==> src/rtl/head_icon_blitter_pkg.sv <==
// Shared constants for the snake head icon path: direction one-hot codes,
// blitter FSM encodings and default icon dimensions.
package head_icon_blitter_pkg;

  localparam int unsigned DIR_W          = 4;
  localparam int unsigned ICON_ADDR_W    = 7;
  localparam int unsigned PIXEL_W        = 16;
  localparam int unsigned DEFAULT_ICON_W = 10;
  localparam int unsigned DEFAULT_ICON_H = 10;

  localparam logic [DIR_W-1:0] DIR_DOWN  = 4'b0001;
  localparam logic [DIR_W-1:0] DIR_UP    = 4'b0010;
  localparam logic [DIR_W-1:0] DIR_RIGHT = 4'b0100;
  localparam logic [DIR_W-1:0] DIR_LEFT  = 4'b1000;

  localparam int unsigned STATE_W = 3;

  localparam logic [STATE_W-1:0] ST_IDLE   = 3'd0;
  localparam logic [STATE_W-1:0] ST_SETTLE = 3'd1;
  localparam logic [STATE_W-1:0] ST_FETCH  = 3'd2;
  localparam logic [STATE_W-1:0] ST_WAIT   = 3'd3;
  localparam logic [STATE_W-1:0] ST_WRITE  = 3'd4;
  localparam logic [STATE_W-1:0] ST_DONE   = 3'd5;

  // Any code that is not exactly one of the four headings falls back to DOWN.
  function automatic logic [DIR_W-1:0] sanitize_direction(input logic [DIR_W-1:0] dir);
    logic [DIR_W-1:0] result;
    case (dir)
      DIR_DOWN, DIR_UP, DIR_RIGHT, DIR_LEFT: result = dir;
      default:                               result = DIR_DOWN;
    endcase
    return result;
  endfunction

endpackage

==> src/rtl/head_icon_scan_counter.sv <==
// Column/row raster counter for one icon, with a linear ROM address kept in
// step and a last-pixel flag. Wraps back to the origin after the last pixel.
module head_icon_scan_counter
  import head_icon_blitter_pkg::*;
#(
  parameter int unsigned ICON_W = DEFAULT_ICON_W,
  parameter int unsigned ICON_H = DEFAULT_ICON_H,
  parameter int unsigned COL_W  = (ICON_W > 1) ? $clog2(ICON_W) : 1,
  parameter int unsigned ROW_W  = (ICON_H > 1) ? $clog2(ICON_H) : 1
) (
  input  logic                   clock,
  input  logic                   reset,
  input  logic                   clear,
  input  logic                   advance,
  output logic [COL_W-1:0]       col,
  output logic [ROW_W-1:0]       row,
  output logic [ICON_ADDR_W-1:0] addr,
  output logic                   last_c
);

  logic col_end_c;

  assign col_end_c = (col == COL_W'(ICON_W - 1));
  assign last_c    = col_end_c && (row == ROW_W'(ICON_H - 1));

  // Raster advance: the address tracks row*ICON_W+col by simple increment.
  always_ff @(posedge clock) begin
    if (reset || clear) begin
      col  <= '0;
      row  <= '0;
      addr <= '0;
    end else if (advance) begin
      if (last_c) begin
        col  <= '0;
        row  <= '0;
        addr <= '0;
      end else if (col_end_c) begin
        col  <= '0;
        row  <= row + ROW_W'(1);
        addr <= addr + ICON_ADDR_W'(1);
      end else begin
        col  <= col + COL_W'(1);
        addr <= addr + ICON_ADDR_W'(1);
      end
    end
  end

endmodule

==> src/rtl/head_icon_blitter.sv <==
// Snake head icon blitter: fetches one icon from the rotator ROM bank pixel by
// pixel and streams it to the LCD pixel-write port at a latched origin.
// Optional colour-key skipping is enabled with HEAD_ICON_TRANSPARENCY_EN.
module head_icon_blitter
  import head_icon_blitter_pkg::*;
#(
  parameter int unsigned         ICON_W             = DEFAULT_ICON_W,
  parameter int unsigned         ICON_H             = DEFAULT_ICON_H,
  parameter int unsigned         X_W                = 8,
  parameter int unsigned         Y_W                = 9,
  parameter int unsigned         SETTLE_CYCLES      = 2,
  parameter logic [PIXEL_W-1:0]  TRANSPARENT_COLOUR = 16'hF81F
) (
  input  logic                   clock,
  input  logic                   reset,
  input  logic                   start,
  input  logic [DIR_W-1:0]       direction,
  input  logic [X_W-1:0]         originX,
  input  logic [Y_W-1:0]         originY,
  output logic                   busy,
  output logic                   done,
  output logic [DIR_W-1:0]       iconDirection,
  output logic [ICON_ADDR_W-1:0] iconAddress,
  input  logic [PIXEL_W-1:0]     iconData,
  output logic                   pixelWrite,
  output logic [X_W-1:0]         pixelX,
  output logic [Y_W-1:0]         pixelY,
  output logic [PIXEL_W-1:0]     pixelData,
  input  logic                   pixelReady
);

  localparam int unsigned COL_W       = (ICON_W > 1) ? $clog2(ICON_W) : 1;
  localparam int unsigned ROW_W       = (ICON_H > 1) ? $clog2(ICON_H) : 1;
  localparam int unsigned SETTLE_W    = (SETTLE_CYCLES > 1) ? $clog2(SETTLE_CYCLES) : 1;
  localparam int unsigned SETTLE_LAST = (SETTLE_CYCLES > 0) ? SETTLE_CYCLES - 1 : 0;

  logic [STATE_W-1:0]  state_q;
  logic [STATE_W-1:0]  state_next;
  logic [SETTLE_W-1:0] settle_cnt_q;
  logic [X_W-1:0]      origin_x_q;
  logic [Y_W-1:0]      origin_y_q;
  logic [COL_W-1:0]    col;
  logic [ROW_W-1:0]    row;
  logic                last_c;
  logic                settle_done_c;
  logic                scan_clear;
  logic                scan_advance;
  logic                capture;

  assign settle_done_c = (settle_cnt_q == SETTLE_W'(SETTLE_LAST));

`ifdef HEAD_ICON_TRANSPARENCY_EN
`else
  logic unused_key;
  assign unused_key = ^TRANSPARENT_COLOUR;
`endif

  head_icon_scan_counter #(
    .ICON_W (ICON_W),
    .ICON_H (ICON_H),
    .COL_W  (COL_W),
    .ROW_W  (ROW_W)
  ) u_scan (
    .clock   (clock),
    .reset   (reset),
    .clear   (scan_clear),
    .advance (scan_advance),
    .col     (col),
    .row     (row),
    .addr    (iconAddress),
    .last_c  (last_c)
  );

  // FSM state register.
  always_ff @(posedge clock) begin
    if (reset) begin
      state_q <= ST_IDLE;
    end else begin
      state_q <= state_next;
    end
  end

  // Next-state decode and per-cycle datapath strobes.
  always_comb begin
    state_next   = state_q;
    scan_clear   = 1'b0;
    scan_advance = 1'b0;
    capture      = 1'b0;
    case (state_q)
      ST_IDLE: begin
        if (start) begin
          scan_clear = 1'b1;
          state_next = ST_SETTLE;
        end
      end
      ST_SETTLE: begin
        if (settle_done_c) begin
          state_next = ST_FETCH;
        end
      end
      ST_FETCH: begin
        state_next = ST_WAIT;
      end
      ST_WAIT: begin
`ifdef HEAD_ICON_TRANSPARENCY_EN
        if (iconData == TRANSPARENT_COLOUR) begin
          scan_advance = 1'b1;
          state_next   = last_c ? ST_DONE : ST_FETCH;
        end else begin
          capture    = 1'b1;
          state_next = ST_WRITE;
        end
`else
        capture    = 1'b1;
        state_next = ST_WRITE;
`endif
      end
      ST_WRITE: begin
        if (pixelReady) begin
          scan_advance = 1'b1;
          state_next   = last_c ? ST_DONE : ST_FETCH;
        end
      end
      ST_DONE: begin
        state_next = ST_IDLE;
      end
      default: begin
        state_next = ST_IDLE;
      end
    endcase
  end

  // Registered outputs, start-time latches and the settle timer.
  always_ff @(posedge clock) begin
    if (reset) begin
      busy          <= 1'b0;
      done          <= 1'b0;
      pixelWrite    <= 1'b0;
      pixelX        <= '0;
      pixelY        <= '0;
      pixelData     <= '0;
      iconDirection <= DIR_DOWN;
      origin_x_q    <= '0;
      origin_y_q    <= '0;
      settle_cnt_q  <= '0;
    end else begin
      busy       <= (state_next != ST_IDLE);
      done       <= (state_next == ST_DONE);
      pixelWrite <= (state_next == ST_WRITE);

      settle_cnt_q <= (state_q == ST_SETTLE) ? settle_cnt_q + SETTLE_W'(1) : '0;

      if ((state_q == ST_IDLE) && start) begin
        origin_x_q    <= originX;
        origin_y_q    <= originY;
        iconDirection <= sanitize_direction(direction);
      end

      if (capture) begin
        pixelData <= iconData;
        pixelX    <= origin_x_q + X_W'(col);
        pixelY    <= origin_y_q + Y_W'(row);
      end
    end
  end

endmodule

==> config.mk <==
export PLATFORM = sky130hd
export DESIGN_NAME = head_icon_blitter
export DESIGN_NICKNAME = d
export VERILOG_FILES = /design/src/rtl/head_icon_blitter_pkg.sv /design/src/rtl/head_icon_scan_counter.sv /design/src/rtl/head_icon_blitter.sv
export SDC_FILE = /design/constraint.sdc
export NUM_CORES = 1
export LEC_CHECK = 0
export CAP_MARGIN = 20
export CELL_PAD_IN_SITES_DETAIL_PLACEMENT = 0
export CELL_PAD_IN_SITES_GLOBAL_PLACEMENT = 1
export CORE_MARGIN = 1.5
export CORE_UTILIZATION = 50
export DETAILED_ROUTE_END_ITERATION = 16
export DONT_BUFFER_PORTS = 1
export PLACE_DENSITY = 0.9
export REMOVE_ABC_BUFFERS = 1
export SYNTH_ARGS = -nofsm -noshare
export SYNTH_HDL_FRONTEND = slang
export SYNTH_SLANG_ARGS = --single-unit
==> constraint.sdc <==
create_clock -name clock -period 5.1 [get_ports clock]
set_input_delay 1.275 -clock clock [delete_from_list [all_inputs] [get_ports clock]]
set_output_delay 1.275 -clock clock [all_outputs]
set_load 0.1 [all_outputs]
# Word-level counts from Yosys, hierarchy flattened
# Cells that the tools add are included.
# op_classes
add_sub_neg,6
multipliers,0
div_mod_pow,0
order_cmp,0
n_eq_ne,12
shifts,0
muxes,16
bitwise_logic,1
n_reduce_logical,9
# ops
op,count
$mux W4,5
$pmux W3 S5,1
$eq A4 B4 Y1 const B,3
$mux W3,4
$add A9 B4 Y9,1
$eq A3 B3 Y1 const B,3
$add A4 B1 Y4 const B,2
$add A8 B4 Y8,1
$add A7 B1 Y7 const B,1
$mux W7,1
$eq A3 B2 Y1 const B,2
$mux W1,5
$eq A4 B1 Y1 const B,1
$eq A4 B2 Y1 const B,1
$eq A4 B3 Y1 const B,1
$reduce_or A4 Y1,1
$eq A3 B1 Y1 const B,1
$logic_not A3 Y1,1
$reduce_bool A3 Y1,1
$logic_and A1 B1 Y1,2
$reduce_and A2 Y1,1
$reduce_bool A2 Y1,1
$reduce_or A2 Y1,1
$add A1 B1 Y1 const B,1
2 further kinds,2
# word_totals
ff_bits,76
latch_bits,0
ramBits,0
mem_bits_ro,0
in_bits,41
word_cells,58
mem_count,0

# Depth between registers and ports, before layout
# Gate-level depths: netlist of run 1.
# depth
depth_word,6
ltp_mapped,7
mapped_depth_nobuf,7

# Modules after synthesis
# Synthesis of run 1 repeated with hierarchy kept, for this count alone.
# unflattened
cells_unflattened,393
area_unflattened_um2,3343.2
# by_module_without_submodules
module,n_inst,cells_each,area_each_um2,seq_area_each_um2
head_icon_blitter,1,316,2638.8,1221.2
head_icon_scan_counter,1,77,704.4,300.3

# Worst setup path before layout of run 1
# Ideal clock, no wire load.
# synth_path
path_kind,register to output
from,reg u_scan.addr[0]
to,out iconAddress[0]
t_arrival_ns,0.990
path_slack_ns,2.835
stages_incl_launch_ff,1
n_path_buf,0
cell_sequence,dfxtp_1
# synth_rtl
item,line,rtl
from (decl),head_icon_scan_counter.sv:17,"output logic [ICON_ADDR_W-1:0] addr,"
from (signal assigned),head_icon_scan_counter.sv:40,addr <= addr + ICON_ADDR_W'(1);
from (signal assigned),head_icon_scan_counter.sv:43,addr <= addr + ICON_ADDR_W'(1);
to (decl),head_icon_blitter.sv:23,"output logic [ICON_ADDR_W-1:0] iconAddress,"
# No word-level cell between the ends.

# Worst setup path in the final report of run 1
# layout_path
from,reg u_scan.addr[0]
to,out iconAddress[0]
# No word-level cell between the ends.

==> flow_summary.ini, run 1 <==
[worst_setup_path]
crit_path_end = iconAddress[0]
critPathRequiredTime_ps = 3830
crit_start = u_scan.addr[0]
cp-end-kind = output port
r2r-start = state_q[1]
r2r_slack_ps = 2970
reg2regPathDepth = 4
r2r-end = u_scan.addr[4]
startpoint_type = register
arrival_ps = 1390
critical_path.max_fanout = 5
crit_cells = 0
crit_type = reg2out

[clock_tree]
cts_made_buffers = 9
ctsLongestPathBuffers = 2
root_buffer = clkbuf_8
cts_max_level = 3
clkLatencyLatePin_ps = 340
ctsResizeCount = 0
postCtsSetupBuffers = 0
cts_tree = built
postCtsHoldBufs = 0
clkTransAtPathRegs_ps = 70
clock_sinks = 76

[cells_and_area]
synthToLayoutAreaGrowth_pct = 5.840
multi_input_area_sq_um = 1623
stdcell_area_sq_um = 3470
fill_cells = 611
register_area_sq_um = 1521
layout.nets = 407
drive_above_1_share_pct = 4.507
antenna_cells = 0

[sta]
slew_viol_final = 0
period_needed_ps = 2670
hold_viol = 0
layout_setup_ws_ps = 2430
clock_skew_ps = 4.812
fin_hold_ws_ps = 477.6
worst_pin_slew_ps = 1097
finalCritPeriodShare_pct = 52.35
slew_headroom_pct = 26.75
fmax_mhz = 374.6
finalSetupTns_ps = 0
setup_viol = 0
rsz0062_at_grt = no

[synthesis]
ys_seq_area_share_pct = 46.41
synth-edff-count = 0
synth_top_cell_area_share_pct = 46.41
yosys.cell_types.count = 50
synth_area_sq_um = 3278
yosysMostFrequentCell = dfxtp_1
syn_inst = 359
ys_ff_latch = 76
avgSynthCellArea_sq_um = 9.131
yosysWarnings = 0
synth_common_cells = dfxtp_1, nand2_1, nor2_1
synthTopCellsByArea = dfxtp_1, nand2_1, ha_1
synth-main-ff-cell = dfxtp_1
ys_async_sr_fraction_pct = 0
yosysTopAreaCell = dfxtp_1

[floorplan]
die_w_microns = 83.97
ioPinCount = 88
num_rows = 29
core-area_sq_um = 6350
die-area_sq_um = 7051
initial_core_util_pct = 51.63
die_h_microns = 83.97

[drt]
vias_per_cell = 5.843
route.vias.total = 2524
drtPass1Iterations = 4
avgRoutedWirePerCell_microns = 15.83
ant_nets = 0
drt-initial-drc-count = 60
drc_errors = 0
wl_microns = 6837

[worst_hold_path]
min_path_type = reg2reg
hp-start = settle_cnt_q

[power_and_ir_drop]
p_per_area_nw_per_um2 = 328.5
pwr-share-seq_pct = 57.2
pwr-share-clk_pct = 38.6
power_switching_mw = 0.2733
power.share.combinational_pct = 4.2
switching_share_pct = 23.98
p_int_mw = 0.8664
cellLeakagePower_nw = 1.255
ir_drop_mv = 0.1969
p_total_mw = 1.140

[placed_design]
dpl.hpwl_microns = 4629
place_congestion = 0.8590
place_area_sq_um = 3286
portBuffers = 0
pre_cts_ws_ps = 2217

[grt]
grt_remaining_overflow = 0
grt_pass1_vias = 2440
grt_max_degree = 45
grt_pass1_wl_microns = 11340
gr-usage-all-layers_pct = 20.16
antenna_found_initial = 0

[outcome]
outcome = complete, no violations

[run]
cap_violations = 0
flip-flops by register name, indices dropped and copies added, names as in the netlist:
| signal | cells |
|---|---|
| origin_x_q | 8 |
| pixelWrite | 1 |
| iconDirection | 4 |
| settle_cnt_q | 1 |
| pixelX | 8 |
| pixelY | 9 |
| u_scan.col | 4 |
| state_q | 3 |
| u_scan.addr | 7 |
| origin_y_q | 9 |
| done | 1 |
| busy | 1 |
| u_scan.row | 4 |
| pixelData | 16 |
layer usage:
metal	vias to the layer above	routed length (microns)	GRT usage, %
met5	-	0	0
met4	0	84	6.706
met3	5	384	6.034
met2	80	3085	32.92
met1	1179	3284	25.50
li1	1260	-	-
kinds of logic (layout without fill, tap and decap cells):
kind of cell	after synthesis	in the layout	share of synthesized area (%)
AND/OR/NAND/NOR	133	133	20.08
AO/OA/AOI/OAI	89	89	18.55
flip-flops	76	76	46.41
buffers and inverters	29	25	4.198
XOR/XNOR	16	16	4.275
adder cells (fa/ha/maj)	15	15	6.183
multiplexers	1	1	0.3054
cell type report:
| class | instances | area share [%] |
|---|---|---|
| clock buffers | 13 | 4.291 |
| multi-input cells | 254 | 46.77 |
| repair buffers | 2 | 0.4327 |
| flip-flops and latches | 76 | 43.85 |
| clock inverters | 2 | 1.010 |
| inverters | 8 | 0.8655 |
| well taps | 77 | 2.777 |
cells in the final DEF, fill, tap and decap left out, types with 4 or more instances in the layout:
| cell type | Yosys | layout |
|---|---|---|
| o21bai_1 | 4 | 4 |
| a211oi_1 | 12 | 12 |
| a21oi_1 | 32 | 31 |
| nor4_1 | 4 | 4 |
| inv_1 | 8 | 8 |
| and3b_1 | 4 | 4 |
| ha_1 | 13 | 13 |
| nor2b_1 | 4 | 4 |
| nand3b_1 | 7 | 7 |
| nand4_1 | 6 | 6 |
| o21ai_0 | 6 | 6 |
| nand2_1 | 48 | 48 |
| nand2b_1 | 4 | 4 |
| xnor2_1 | 7 | 7 |
| xor2_1 | 9 | 9 |
| clkbuf_8 | 0 | 10 |
| a22o_1 | 15 | 15 |
| nand3_1 | 6 | 6 |
| nor3_1 | 6 | 6 |
| dfxtp_1 | 76 | 76 |
| nor2_1 | 34 | 34 |
power by group through the flow:
stage	Combinational, mW	Clock [mW]	Sequential [mW]
6_report	0.0483	0.440	0.652
5_1_grt	0.0545	0.478	0.654
4_1_cts	0.0489	0.450	0.651
3_5_place_dp	0.0488	0	0.665
3_3_place_gp	0.0474	0	0.665
2_1_floorplan	0.0384	0	0.661
worst min path at each step:
stage | endpoint | slack, ps | depth (start not counted)
after floorplan | settle_cnt_q | 410 | 1
after global placement | settle_cnt_q | 450 | 1
after detailed placement | settle_cnt_q | 460 | 1
after CTS | settle_cnt_q | 470 | 1
after global routing | settle_cnt_q | 510 | 1
final | settle_cnt_q | 480 | 1
through the flow:
stage	instances	util, %
final	432	54.64
after global placement	417	51.74
after CTS	432	54.64
after floorplan	338	-
after detailed placement	417	51.74
after global routing	432	54.64
Power figures use the tool's default switching activity.
==> inputs of run 2 (changes only) <==
Settings changed: CORE_UTILIZATION 50 to 46, PLACE_DENSITY 0.9 to 0.84.
Clock period 5.1 ns to 2.74 ns, I/O delays scaled along.
==> flow_summary.ini, run 2 (synthesis results as in run 1) <==
[drt]
ant_nets = 0
drtPass1Iterations = 4
drc_errors = 0
route.vias.total = 2686
avgRoutedWirePerCell_microns = 14.06
wl_microns = 7043
drt-initial-drc-count = 68
vias_per_cell = 5.361

[floorplan]
initial_core_util_pct = 47.99
ioPinCount = 88
num_rows = 30
die_w_microns = 87.42
core-area_sq_um = 6832
die-area_sq_um = 7642
die_h_microns = 87.42

[run]
cap_violations = 0

[cells_and_area]
antenna_cells = 0
fill_cells = 653
synthToLayoutAreaGrowth_pct = 18.78
final_common_cell = dfxtp_1
reg.largest.list = pixelData: 16 flops, origin_y_q: 9 flops, pixelY: 9 flops
largest_register_ffs = 16
layout.nets = 456
fin_util_pct = 57.00
max_flop_register = pixelData
drive_above_1_share_pct = 16.79
mostFrequentLayoutCells = dfxtp_1, buf_4, nand2_1

[grt]
grt_max_degree = 45
grt_remaining_overflow = 0
grt_pass1_wl_microns = 11590
gr-usage-all-layers_pct = 19.70
antenna_found_initial = 0
grt_pass1_vias = 2534

[sta]
slew_headroom_pct = 46.84
slew_viol_final = 0
hold_viol = 0
rsz0062_at_grt = no
finalCritPeriodShare_pct = 71.87
finalSetupTns_ps = 0
fmax_mhz = 507.8
worst_pin_slew_ps = 797.4
setup_viol = 0
clock_skew_ps = 14.86
period_needed_ps = 1969

[worst_setup_path]
cp-end-kind = register
arrival_ps = 2220
startpoint_type = register
r2r-start = u_scan.row[0]
cp_slowest_cell = dfxtp_1
critPathRequiredTime_ps = 2990
crit_path_frequent_cell = a211oi_1
path_cells = ha_1, inv_1, fa_1, nand2b_1, a211oi_1, xnor2_1, a211oi_1
r2r_slack_ps = 770
crit_type = reg2reg
reg2regPathDepth = 7
worst_path_largest_cell_delay_ps = 440
r2r-end = pixelY[6]
critical_path.max_fanout = 6

[clock_tree]
root_buffer = clkbuf_8
clock_sinks = 76
cts_made_buffers = 9
ctsLongestPathBuffers = 2
postCtsHoldBufs = 0
clkLatencyLatePin_ps = 350
postCtsSetupBuffers = 0
clkTransAtPathRegs_ps = 90
cts_max_level = 3
cts_tree = built
ctsResizeCount = 0

[power_and_ir_drop]
ir_drop_mv = 0.3196
p_per_area_nw_per_um2 = 575.1
cellLeakagePower_nw = 1.528

[placed_design]
dpl.hpwl_microns = 4994
place_congestion = 0.7829
portBuffers = 0

[worst_hold_path]
hold_depth = 1
hp-start = reset
min_path_type = in2reg
hold_end = pixelData[9]

[outcome]
outcome = complete, no violations
## run 2: cell types whose count changed in the layout (fill, tap and decap cells not counted), sizes merged
cell,change
clkinv,+1
clkbuf,-3
buf,+49
bufinv,+1
clkinvlp,+2
## run 2: metrics by stage
step	cells	hold WS, ps	cell area (sq um)	power [mW]	setup slack [ps]
finish	501	392.7	3894	2.239	770.8
global route	501	375.0	3894	2.333	554.2
CTS	501	386.0	3894	2.259	774.3
detailed placement	485	441.7	3677	1.342	758.3
global placement	485	436.1	3677	1.338	836.1
floorplan	338	413.8	3171	1.302	556.3
## run 2: worst max-delay path by stage
stage,depth (start not counted),slack (ps),from,to
final,7,770,u_scan.row[0],pixelY[6]
after floorplan,4,560,start,u_scan.addr[2]
after detailed placement,3,760,start,iconDirection[2]
after global routing,7,550,u_scan.row[0],pixelY[6]
after global placement,3,840,start,iconDirection[3]
after CTS,7,770,u_scan.row[0],pixelY[6]
## run 2: critical path: cells and delay by family, from the launching register on
family | cells | cell delay (ps)
fa+ha+maj | 2 | 600
compound gates | 2 | 490
flops | 1 | 440
simple gates | 1 | 200
xor+xnor | 1 | 100
buf+inv | 1 | 60
## run 2: final cells by class
| class | instances | area (sq um) | area share, % |
|---|---|---|---|
| clock buffers | 10 | 127.6 | 3.278 |
| well taps | 96 | 120.1 | 3.085 |
| inverters | 8 | 30.03 | 0.7712 |
| multi-input cells | 254 | 1623 | 41.68 |
| flip-flops and latches | 76 | 1521 | 39.07 |
| repair buffers | 51 | 382.9 | 9.833 |
| clock inverters | 6 | 88.84 | 2.281 |
## run 2: report_power, final
part / internal (mW) / switching, mW / leakage (nW)
logic: 0.0511 / 0.109 / 0.809
clock network: 0.513 / 0.411 / 0.102
registers: 1.13 / 0.0242 / 0.616
## run 2: routing by layer
metal / track usage (%) / up-vias / share of wire (%)
li1: - / 1366 / -
met1: 25.01 / 1231 / 46
met2: 30.91 / 77 / 45
met3: 6.066 / 12 / 7.1
met4: 8.369 / 0 / 1.8
met5: 0 / - / 0
==> inputs of run 3 (changes only) <==
Clock period 2.74 ns to 2 ns, I/O delays scaled along.
==> flow_summary.ini, run 3 (synthesis results as in run 1) <==
[sta]
slew_viol_final = 0
hold_viol = 0
finalSetupTns_ps = 0
slew_headroom_pct = 60.74
fmax_mhz = 545.3
setup_viol = 0
period_needed_ps = 1834
rsz0062_at_grt = no
worst_pin_slew_ps = 585.0
finalCritPeriodShare_pct = 91.69
clock_skew_ps = 9.219

[grt]
antenna_found_initial = 0
grt_pass1_wl_microns = 11340
grt_remaining_overflow = 0
gr-usage-all-layers_pct = 19.19
grt_pass1_vias = 2428
grt_max_degree = 45

[power_and_ir_drop]
power_switching_mw = 0.7276
p_int_mw = 2.266
cellLeakagePower_nw = 1.553
pwr-share-clk_pct = 39.6
switching_share_pct = 24.30
pwr-share-seq_pct = 52.9
p_per_area_nw_per_um2 = 761.3
power.share.combinational_pct = 7.6
ir_drop_mv = 0.3186

[placed_design]
placed_cells = 489
place_area_sq_um = 3720
dpl.hpwl_microns = 5088
portBuffers = 0
place_congestion = 0.8442

[cells_and_area]
antenna_cells = 0
drive_above_1_share_pct = 18.09
final_common_cell = dfxtp_1
stdcell_area_sq_um = 3933
synthToLayoutAreaGrowth_pct = 19.96
register_area_sq_um = 1521
multi_input_area_sq_um = 1633
layout.nets = 460
largest_register_ffs = 16
max_flop_register = pixelData
mostFrequentLayoutCells = dfxtp_1, buf_4, nand2_1
fill_cells = 638
fin_cells = 505
reg.largest.list = pixelData: 16 flops, origin_y_q: 9 flops, pixelY: 9 flops

[worst_hold_path]
hold_depth = 1
min_path_type = in2reg

[clock_tree]
clkTransAtPathRegs_ps = 80
ctsLongestPathBuffers = 2
root_buffer = clkbuf_8
postCtsSetupBuffers = 0
cts_made_buffers = 9
cts_max_level = 3
postCtsHoldBufs = 0
cts_tree = built
clkLatencyLatePin_ps = 340
clock_sinks = 76

[floorplan]
initial_core_util_pct = 47.99
die_h_microns = 87.42
core-area_sq_um = 6832
die-area_sq_um = 7642
die_w_microns = 87.42
ioPinCount = 88
num_rows = 30

[drt]
avgRoutedWirePerCell_microns = 14.48
wl_microns = 7310
drt-initial-drc-count = 97
drtPass1Iterations = 4
drc_errors = 0
ant_nets = 0
route.vias.total = 2715
vias_per_cell = 5.376

[worst_setup_path]
crit_type = reg2reg
r2r_slack_ps = 170
cp-end-kind = register
critPathRequiredTime_ps = 2260
startpoint_type = register
reg2regPathDepth = 7
arrival_ps = 2090
critical_path.max_fanout = 4

[outcome]
outcome = complete, no violations

[run]
cap_violations = 0
run 3: cell types whose count changed in the layout (fill, tap and decap cells not counted), sizes merged:
| cell | delta |
|---|---|
| buf | +4 |
| bufinv | -1 |
| clkinvlp | -1 |
| clkbuf | +2 |
run 3: final timing paths:
check | endpoint | startpoint
worst min register to register | pixelData[10] | pixelData[10]
worst max-delay path | pixelY[6] | origin_y_q[0]
worst min-delay path | pixelX[6] | reset
worst max register to register | pixelY[6] | origin_y_q[0]
run 3: stage by stage:
step / hold WS, ps / setup slack [ps] / utilization [%] / power, mW
6_report: 221.3 / 166.2 / 57.56 / 2.994
5_1_grt: 201.3 / 44.30 / 57.56 / 3.110
4_1_cts: 209.4 / 130.4 / 57.42 / 3.025
3_5_place_dp: 441.0 / 151.4 / 54.45 / 1.844
3_3_place_gp: 429.2 / 216.1 / 54.45 / 1.841
2_1_floorplan: 413.8 / 1.311 / - / 1.784
run 3: power groups by stage:
stage | sequential, mW | clock (mW) | combinational [mW]
2_1_floorplan | 1.69 | 0 | 0.0978
3_3_place_gp | 1.62 | 0 | 0.225
3_5_place_dp | 1.62 | 0 | 0.227
4_1_cts | 1.58 | 1.22 | 0.228
5_1_grt | 1.59 | 1.28 | 0.244
6_report | 1.58 | 1.18 | 0.227
run 3: per-layer routing:
layer / wire, microns / vias to the layer above / GRT usage (%) / share of wire, %
met4: 70 / 0 / 7.071 / 0.96
met3: 415 / 5 / 5.213 / 5.7
li1: - / 1375 / - / -
met1: 3404 / 1263 / 23.85 / 47
met5: 0 / - / 0 / 0
met2: 3420 / 72 / 31.75 / 47
run 3: timing repair:
action | CTS | global route
setup endpoints to repair | 0 | 1
hold endpoints to repair | 0 | 0
gates resized for setup | 0 | 2
run 3: final cells by class:
| type | instances | share of cell area (%) |
|---|---|---|
| clock buffers | 12 | 3.945 |
| clock inverters | 4 | 1.209 |
| multi-input cells | 254 | 41.52 |
| inverters | 8 | 0.7636 |
| flip-flops and latches | 76 | 38.69 |
| well taps | 96 | 3.054 |
| repair buffers | 55 | 10.82 |
run 3: critical path: stages, from the launching register on:
cell	delay, ps
dfxtp_1	340
ha_1	190
inv_1	60
fa_1	390
nand2b_1	230
a211oi_2	240
xnor2_1	80
a211oi_1	220
